## src/rtl/cost_table.sv

```systemverilog
// cost_table: N x N worker/job cost table, filled row-major over a valid/ready
// stream, then read through a registered lookup port with one cycle of latency.
// Optional build macro COST_CLAMP_EN: clamp stored words to MAX_COST and add a
// sticky range_err output.
//
// Ports:
//   CLK, RST     clock (rising edge) and asynchronous active-high reset
//   in_valid     loader presents in_data this cycle
//   in_data      cost word to store
//   in_ready     high only while loading
//   reload       single-cycle request to restart the fill from address 0
//   table_ready  all N*N entries loaded, lookups valid
//   W, J         worker / job index for lookup
//   Cost         registered lookup result (0 unless table_ready)
//   range_err    (COST_CLAMP_EN only) sticky: an accepted word exceeded MAX_COST
module cost_table #(
  parameter int unsigned MAX_COST = 100,
  parameter int unsigned N        = 8
) (
  input  logic                   CLK,
  input  logic                   RST,
  input  logic                   in_valid,
  input  logic [6:0]             in_data,
  output logic                   in_ready,
  input  logic                   reload,
  output logic                   table_ready,
  input  logic [$clog2(N)-1:0]   W,
  input  logic [$clog2(N)-1:0]   J,
  output logic [6:0]             Cost
`ifdef COST_CLAMP_EN
  ,
  output logic                   range_err
`endif
);

  // N must be a power of two so that {W, J} equals W*N + J.
  localparam int unsigned IDX_W  = $clog2(N);
  localparam int unsigned ADDR_W = 2 * IDX_W;
  localparam int unsigned DEPTH  = N * N;

  typedef enum logic [1:0] {
    S_IDLE,
    S_LOAD,
    S_READY
  } state_t;

  state_t              r_state;
  state_t              w_next_state;
  logic [ADDR_W-1:0]   r_wr_addr;
  logic [6:0]          r_mem [DEPTH];
  logic [6:0]          r_cost;

  logic                w_xfer;
  logic                w_last;
  logic                w_reload_act;
  logic [6:0]          w_wr_data;
  logic [ADDR_W-1:0]   w_rd_addr;

  assign in_ready    = (r_state == S_LOAD);
  assign table_ready = (r_state == S_READY);

  // A reload in LOAD wins over a simultaneous transfer: the word is dropped.
  assign w_xfer       = in_valid & in_ready & ~reload;
  assign w_reload_act = reload & (r_state != S_IDLE);
  assign w_last       = (r_wr_addr == ADDR_W'(DEPTH - 1));
  assign w_rd_addr    = {W, J};

`ifdef COST_CLAMP_EN
  localparam logic [6:0] LP_MAX_COST = 7'(MAX_COST);

  logic w_over;
  logic r_range_err;

  assign w_over    = (in_data > LP_MAX_COST);
  assign w_wr_data = w_over ? LP_MAX_COST : in_data;
  assign range_err = r_range_err;

  always_ff @(posedge CLK or posedge RST) begin
    if (RST) begin
      r_range_err <= 1'b0;
    end else if (w_reload_act) begin
      r_range_err <= 1'b0;
    end else if (w_xfer && w_over) begin
      r_range_err <= 1'b1;
    end
  end
`else
  assign w_wr_data = in_data;
`endif

  // Next-state decode.
  always_comb begin
    w_next_state = r_state;
    case (r_state)
      S_IDLE:  w_next_state = S_LOAD;
      S_LOAD:  if (w_xfer && w_last) w_next_state = S_READY;
      S_READY: if (reload) w_next_state = S_LOAD;
      default: w_next_state = S_IDLE;
    endcase
  end

  always_ff @(posedge CLK or posedge RST) begin
    if (RST) begin
      r_state <= S_IDLE;
    end else begin
      r_state <= w_next_state;
    end
  end

  // Write pointer wraps naturally from DEPTH-1 to 0 on the final transfer.
  always_ff @(posedge CLK or posedge RST) begin
    if (RST) begin
      r_wr_addr <= '0;
    end else if (w_reload_act) begin
      r_wr_addr <= '0;
    end else if (w_xfer) begin
      r_wr_addr <= r_wr_addr + ADDR_W'(1);
    end
  end

  // Table storage carries no reset; contents are undefined until loaded.
  always_ff @(posedge CLK) begin
    if (w_xfer) begin
      r_mem[r_wr_addr] <= w_wr_data;
    end
  end

  // Lookup register; forced to 0 outside READY and on the reload edge so that
  // Cost is already 0 in the first LOAD cycle.
  always_ff @(posedge CLK or posedge RST) begin
    if (RST) begin
      r_cost <= '0;
    end else if ((r_state == S_READY) && !reload) begin
      r_cost <= r_mem[w_rd_addr];
    end else begin
      r_cost <= '0;
    end
  end

  assign Cost = r_cost;

endmodule
```

## config.mk

```make
export PLATFORM = sky130hd
export DESIGN_NAME = cost_table
export DESIGN_NICKNAME = d
export VERILOG_FILES = /design/src/rtl/cost_table.sv
export SDC_FILE = /design/constraint.sdc
export NUM_CORES = 1
export LEC_CHECK = 0
export CAP_MARGIN = 20
export CORE_MARGIN = 1.5
export CORE_UTILIZATION = 30
export CTS_BUF_LIST = sky130_fd_sc_hd__clkbuf_4
export DETAILED_ROUTE_END_ITERATION = 16
export GPL_TIMING_DRIVEN = 0
export HOLD_SLACK_MARGIN = 0.02
export PLACE_DENSITY = 0.53
export SLEW_MARGIN = 0
export SYNTH_ARGS = -nofsm -noshare
export SYNTH_HDL_FRONTEND = slang
export SYNTH_SLANG_ARGS = --single-unit
```

## constraint.sdc

```tcl
create_clock -name CLK -period 3.6 [get_ports CLK]
set_clock_uncertainty 0.15 [all_clocks]
set_input_delay 0.72 -clock CLK [delete_from_list [all_inputs] [get_ports CLK]]
set_output_delay 0.72 -clock CLK [all_outputs]
set_load 0.05 [all_outputs]
```

==> results_dict.tcl, run 1 <==
set metrics [dict create \
    grt_usage_pct 15.16 \
    seq_area_frac_synth_pct 76.00 \
    synth_edf_count 448 \
    drc 0 \
    critPathMaxFanout 8 \
    antenna_found_initial 4 \
    cts_tree "done" \
    peakVddDrop_uv 218.7 \
    final_layout_size_suffix_gt1_share_pct 31.37 \
    hp-class "in -> async" \
    r2r-end "r_mem[14][4]$_DFFE_PP_" \
    critPathLaunchType "flop" \
    fmax_mhz 302.3 \
    clk_latency_ns 0.87 \
    leakagePower_nw 6.767 \
    post-route-cell-area_um2 21070 \
    tns_ns 0 \
    initial_core_util_pct 30.26 \
    finalHoldViolCount 0 \
    cts_buffers 117 \
    place_congestion 0.8491 \
    post-route-period-util_pct 91.88 \
    drt_wl_total_um 46460 \
    drtIter0Drc 884 \
    layout_common_cells "448 x edfxtp_1, 185 x clkbuf_4, 91 x mux4_2" \
    final_max_slew_viol_count 0 \
    gr-total-overflow 0 \
    cp_data_arrival_time_ns 3.63 \
    dpl.hpwl_um 30600 \
    layout_commonest_cell "edfxtp_1" \
    die_w_um 249.3 \
    slowest_delay_ns 0.90 \
    syn2layout_area_growth_pct 15.79 \
    max-slew-margin-rel_pct 39.70 \
    pin_count 26 \
    max-cap-violations 0 \
    grt_pass1_vias 9584 \
    synth_cell_type_count 45 \
    crit_family "simple AND/OR/NAND/NOR gates" \
    p_per_area_nw_per_um2 524.1 \
    post_cts_buffers 0 \
    grt_max_degree 57 \
    synth_flop_cell "edfxtp_1" \
    clockBufferDepth 3 \
    num_vias 9310 \
    antenna_left 0 \
    cts-htree-levels 3 \
    dpl_cell_area_um2 19510 \
    place_ws_ns -0.4624 \
    numClockSinks 463 \
    cts_resized 0 \
    wl_per_cell_um 24.56 \
    coreArea_um2 60130 \
    grt_pass1_wl_um 67380 \
    r2r_setup_slack_ns 0.29 \
    rsz0062_at_grt "no" \
    syn_area_um2 18200 \
    ys_warn_count 0 \
    io_buffers 22 \
    tightest_slew_ns 0.9012 \
    core.rowCount 90 \
    via_per_inst 4.921 \
    path_cells "and4bb_1, nor2b_1, nand3_1, nor2_1" \
    synth_nets 889 \
    firstDrtPassIters 8 \
    ys_async_sr_fraction_pct 3.240 \
    synth_seq_cells 463 \
    crit_slowest_cell "nor2_1" \
    finalSetupViolCount 0 \
    cts_hold_buf 0 \
    fp.dieH_um 249.3 \
    die-area_um2 62140 \
    timing.critical_path.buf_inv 0 \
    total_power_mw 11.04 \
    nets 1037 \
    setup_ws_ns 0.2923 \
    crit_path_end_kind "flop" \
    crit_required_ns 3.92 \
    syn_avg_cell_area_um2 20.89 \
    cts-root-buf "clkbuf_4" \
    reg2reg_depth 4 \
    syn_inst 871 \
    crit_type "reg -> reg" \
    status "completed" \
    clk_pin_slew_ns 0.06 \
    r2r_start "r_state[1]$_DFFE_PP0P_" \
    fin_crit_ns 3.308 \
]
-- synthesized netlist by cell type, drive strengths merged, types with 2 or more instances --
master | count | area, µm²
nor2b | 14 | 87.58
a22o | 3 | 26.28
or2 | 3 | 18.77
nand3b | 2 | 15.01
clkbuf | 8 | 33.79
dfrtp | 15 | 375.4
inv | 3 | 11.26
nand2 | 26 | 97.59
buf | 35 | 279.0
or3b | 2 | 17.52
nand4 | 2 | 12.51
or3 | 3 | 18.77
a22oi | 2 | 15.01
mux4 | 109 | 2522
a211oi | 7 | 52.55
nand2b | 10 | 62.56
o21ai | 10 | 50.05
nor3 | 5 | 25.02
o221ai | 11 | 96.34
mux2 | 12 | 135.1
nor2 | 77 | 289.0
xor2 | 2 | 17.52
mux2i | 21 | 210.2
nand3 | 6 | 30.03
a221o | 4 | 40.04
o22ai | 5 | 31.28
o41ai | 3 | 26.28
edfxtp | 448 | 13450
a21oi | 13 | 65.06
-- registers in the layout, summed over array words and instances (netlist names) --
| name | count |
|---|---|
| Cost | 7 |
| r_state | 2 |
| r_mem | 448 |
| r_wr_addr | 6 |
-- cells by family after synthesis --
group	count (synthesis)	synth area share (%)
fa+ha+maj	1	0.06875
simple gates	153	3.844
xor+xnor	3	0.1444
mux	142	15.76
flops	463	76.00
compound gates	62	2.386
buf+inv	47	1.802
-- where the power goes --
part	internal, mW	leakage [nW]	total, mW	switching [mW]
Sequential	5.92	4.23	5.92	0.00509
Clock	2.51	0.921	4.58	2.07
Combinational	0.199	1.62	0.539	0.340
Total	8.62	6.77	11.0	2.42
-- metal layers --
layer | track usage [%] | routed length [µm] | up-vias
met1 | 20.79 | 20430 | 4872
li1 | - | - | 3987
met2 | 23.39 | 21720 | 359
met5 | 0 | 24 | -
met4 | 5.087 | 1179 | 4
met3 | 4.013 | 3109 | 88
-- stage by stage --
stage / utilization [%] / instances / hold slack [ns]
after floorplan: - / 871 / 0.3314
after global placement: 32.25 / 1675 / 0.3547
after detailed placement: 32.44 / 1682 / 0.3705
after CTS: 35.02 / 1888 / 0.02095
after global routing: 35.04 / 1892 / 0.03363
final: 35.04 / 1892 / 0.07133
-- area by class of cell --
type | instances | area [µm²]
sequential | 463 | 13830
fill | 5713 | 39060
tap | 782 | 978.4
multi-input combinational | 361 | 4040
timing repair buffer | 29 | 332.8
buffer | 43 | 312.8
antenna | 4 | 10.01
clock inverter | 22 | 170.2
inverter | 4 | 15.01
clock buffer | 184 | 1381
-- how the worst max path moves through the flow --
stage,end,slack [ns],from,cells past startpoint
after floorplan,r_mem[62][0]$_DFFE_PP_,1.14,reload,4
after global placement,r_mem[22][0]$_DFFE_PP_,-0.33,reload,5
after detailed placement,r_mem[14][6]$_DFFE_PP_,-0.46,reload,5
after CTS,r_mem[14][4]$_DFFE_PP_,0.31,r_state[1]$_DFFE_PP0P_,4
after global routing,r_mem[14][4]$_DFFE_PP_,0.19,r_state[1]$_DFFE_PP0P_,4
final,r_mem[14][4]$_DFFE_PP_,0.29,r_state[1]$_DFFE_PP0P_,4
No activity file was read; power rests on OpenSTA's default activity.
==> run 2: changes to the inputs <==
--- a/config.mk
+++ b/config.mk
@@ -12,7 +12,7 @@
 export DETAILED_ROUTE_END_ITERATION = 16
 export GPL_TIMING_DRIVEN = 0
 export HOLD_SLACK_MARGIN = 0.02
-export PLACE_DENSITY = 0.53
+export PLACE_DENSITY = 0.55
 export SLEW_MARGIN = 0
 export SYNTH_ARGS = -nofsm -noshare
 export SYNTH_HDL_FRONTEND = slang
==> constraint.sdc (replaced) <==
create_clock -name CLK -period 2.9 [get_ports CLK]
set_clock_uncertainty 0.15 [all_clocks]
set_input_delay 0.58 -clock CLK [delete_from_list [all_inputs] [get_ports CLK]]
set_output_delay 0.58 -clock CLK [all_outputs]
set_load 0.05 [all_outputs]
==> results_dict.tcl, run 2 (synthesized netlist as in run 1, its figures left out) <==
set metrics [dict create \
    crit_path_end_kind "flop" \
    grt_max_degree 45 \
    finalHoldViolCount 0 \
    crit_required_ns 3.22 \
    crit_slowest_cell "nor2_2" \
    r2r_setup_slack_ns -0.14 \
    via_per_inst 4.933 \
    fp.dieH_um 249.3 \
    critPathMaxFanout 8 \
    tightest_slew_ns 0.8959 \
    fin_cells 1893 \
    cts_buffers 118 \
    setup_ws_ns -0.1444 \
    grt_pass1_wl_um 67120 \
    clk_latency_ns 0.85 \
    initial_core_util_pct 30.26 \
    antenna_left 0 \
    multiInputGateArea_um2 4235 \
    layout_commonest_cell "edfxtp_1" \
    firstDrtPassIters 5 \
    nFillCells 5707 \
    post-route-cell-area_um2 21250 \
    wl_per_cell_um 24.53 \
    seqCellArea_um2 13830 \
    place_congestion 0.8693 \
    drtIter0Drc 868 \
    largest_register_ffs 448 \
    leakagePower_nw 6.770 \
    hp-class "in -> async" \
    final_max_slew_viol_count 0 \
    max-cap-violations 0 \
    drt_wl_total_um 46440 \
    cp_data_arrival_time_ns 3.36 \
    post-route-period-util_pct 105.0 \
    crit_family "simple AND/OR/NAND/NOR gates" \
    fin_crit_ns 3.044 \
    crit_type "reg -> reg" \
    drc 0 \
    core.rowCount 90 \
    coreArea_um2 60130 \
    io_buffers 22 \
    grt_usage_pct 15.04 \
    dpl_cell_area_um2 19500 \
    peakVddDrop_uv 259.7 \
    holdWs_ns 0.08011 \
    fmax_mhz 328.5 \
    dpl.hpwl_um 30370 \
    post_cts_buffers 0 \
    violations "setup timing" \
    p_per_area_nw_per_um2 643.5 \
    cts_tree "done" \
    grt_pass1_vias 9856 \
    antenna_found_initial 2 \
    r2r_start "r_state[1]$_DFFE_PP0P_" \
    slowest_delay_ns 0.62 \
    critPathLaunchType "flop" \
    cp-startpoint "r_state[1]$_DFFE_PP0P_" \
    status "finished, violations left" \
    finalSetupViolCount 184 \
    max-slew-margin-rel_pct 40.27 \
    die-area_um2 62140 \
    clk_pin_slew_ns 0.07 \
    clockBufferDepth 3 \
    path_cells "and4bb_1, nor2b_1, nand2_1, nor2_2" \
    die_w_um 249.3 \
    layout_common_cells "448 x edfxtp_1, 179 x clkbuf_4, 91 x mux4_2" \
    final_layout_size_suffix_gt1_share_pct 36.07 \
    cts-htree-levels 3 \
    total_power_mw 13.67 \
    nets 1039 \
    gr-total-overflow 0 \
    timing.critical_path.buf_inv 0 \
    rsz0062_at_grt "yes" \
    pin_count 26 \
    num_vias 9338 \
    syn2layout_area_growth_pct 16.76 \
    dp_cells 1682 \
    top_register "r_mem" \
    cts-root-buf "clkbuf_4" \
    numClockSinks 463 \
]
==> run 2: cell count changes in the layout (fill, tap and decap cells not counted), sizes merged <==
cell and change:
clkbuf -6, clkdlybuf4s50 -2, clkinv +7, clkinvlp -1
diode -2, dlygate4sd2 +2, dlygate4sd3 +1, inv +2
==> run 2: final timing paths <==
| path | to | depth (start not counted) |
|---|---|---|
| worst max register to register | r_mem[4][3]$_DFFE_PP_ | 4 |
| worst min-delay path | r_wr_addr[0]$_DFFE_PP0P_ | 2 |
| max in group asynchronous | r_wr_addr[2]$_DFFE_PP0P_ | 2 |
| min in group CLK | r_mem[37][3]$_DFFE_PP_ | 1 |
| worst max-delay path | r_mem[4][3]$_DFFE_PP_ | 4 |
| worst min register to register | r_state[0]$_DFFE_PP0P_ | 1 |
==> run 2: area by class of cell <==
class / instances / area share (%)
flip-flops and latches: 463 / 65.08
repair buffers: 30 / 1.566
clock buffers: 178 / 6.289
plain buffers: 43 / 1.478
inverters: 4 / 0.07067
clock inverters: 30 / 0.9481
diodes: 2 / 0.02356
well taps: 782 / 4.605
multi-input cells: 361 / 19.93
==> run 2: repair_timing <==
| item | 4_1_cts | 5_1_grt |
|---|---|---|
| hold endpoints to repair | 19 | 0 |
| resized for setup | 39 | 31 |
| setup endpoints to repair | 240 | 286 |
| hold buffers | 1 | 0 |
==> run 2: metal layers <==
metal	global-route usage, %	vias up	wire (µm)
met5	0	-	10
met4	5.383	2	1055
met3	4.086	84	3274
met2	23.40	355	21810
met1	20.25	4902	20290
li1	-	3995	-
==> run 2: worst register-to-register path, delay by kind of cell (launching register included) <==
kind / cells / cell delay (ns)
DFF: 1 / 0.42
and+or+nand+nor: 4 / 2.09
==> run 2: where the power goes <==
group	switching [mW]	internal, mW	total, mW
Combinational	0.424	0.247	0.671
Sequential	0.00691	7.34	7.35
Clock	2.61	3.04	5.65
==> run 2: through the flow <==
stage	utilization, %	worst slack [ns]	setup TNS (ns)
2_1_floorplan	-	0.5850	0
3_3_place_gp	32.25	-0.9169	-487.50
3_5_place_dp	32.43	-0.9647	-301.98
4_1_cts	35.16	-0.1833	-6.059
5_1_grt	35.33	-0.1811	-20.88
6_report	35.33	-0.1444	-11.74
==> run 3: changes to the inputs <==
--- a/config.mk
+++ b/config.mk
@@ -9,6 +9,7 @@
 export CORE_MARGIN = 1.5
 export CORE_UTILIZATION = 30
 export CTS_BUF_LIST = sky130_fd_sc_hd__clkbuf_4
+export CTS_CLUSTER_DIAMETER = 120
 export DETAILED_ROUTE_END_ITERATION = 16
 export GPL_TIMING_DRIVEN = 0
 export HOLD_SLACK_MARGIN = 0.02
==> results of run 3 <==
No change in the layout: final DEF, timing and power equal those of run 2.
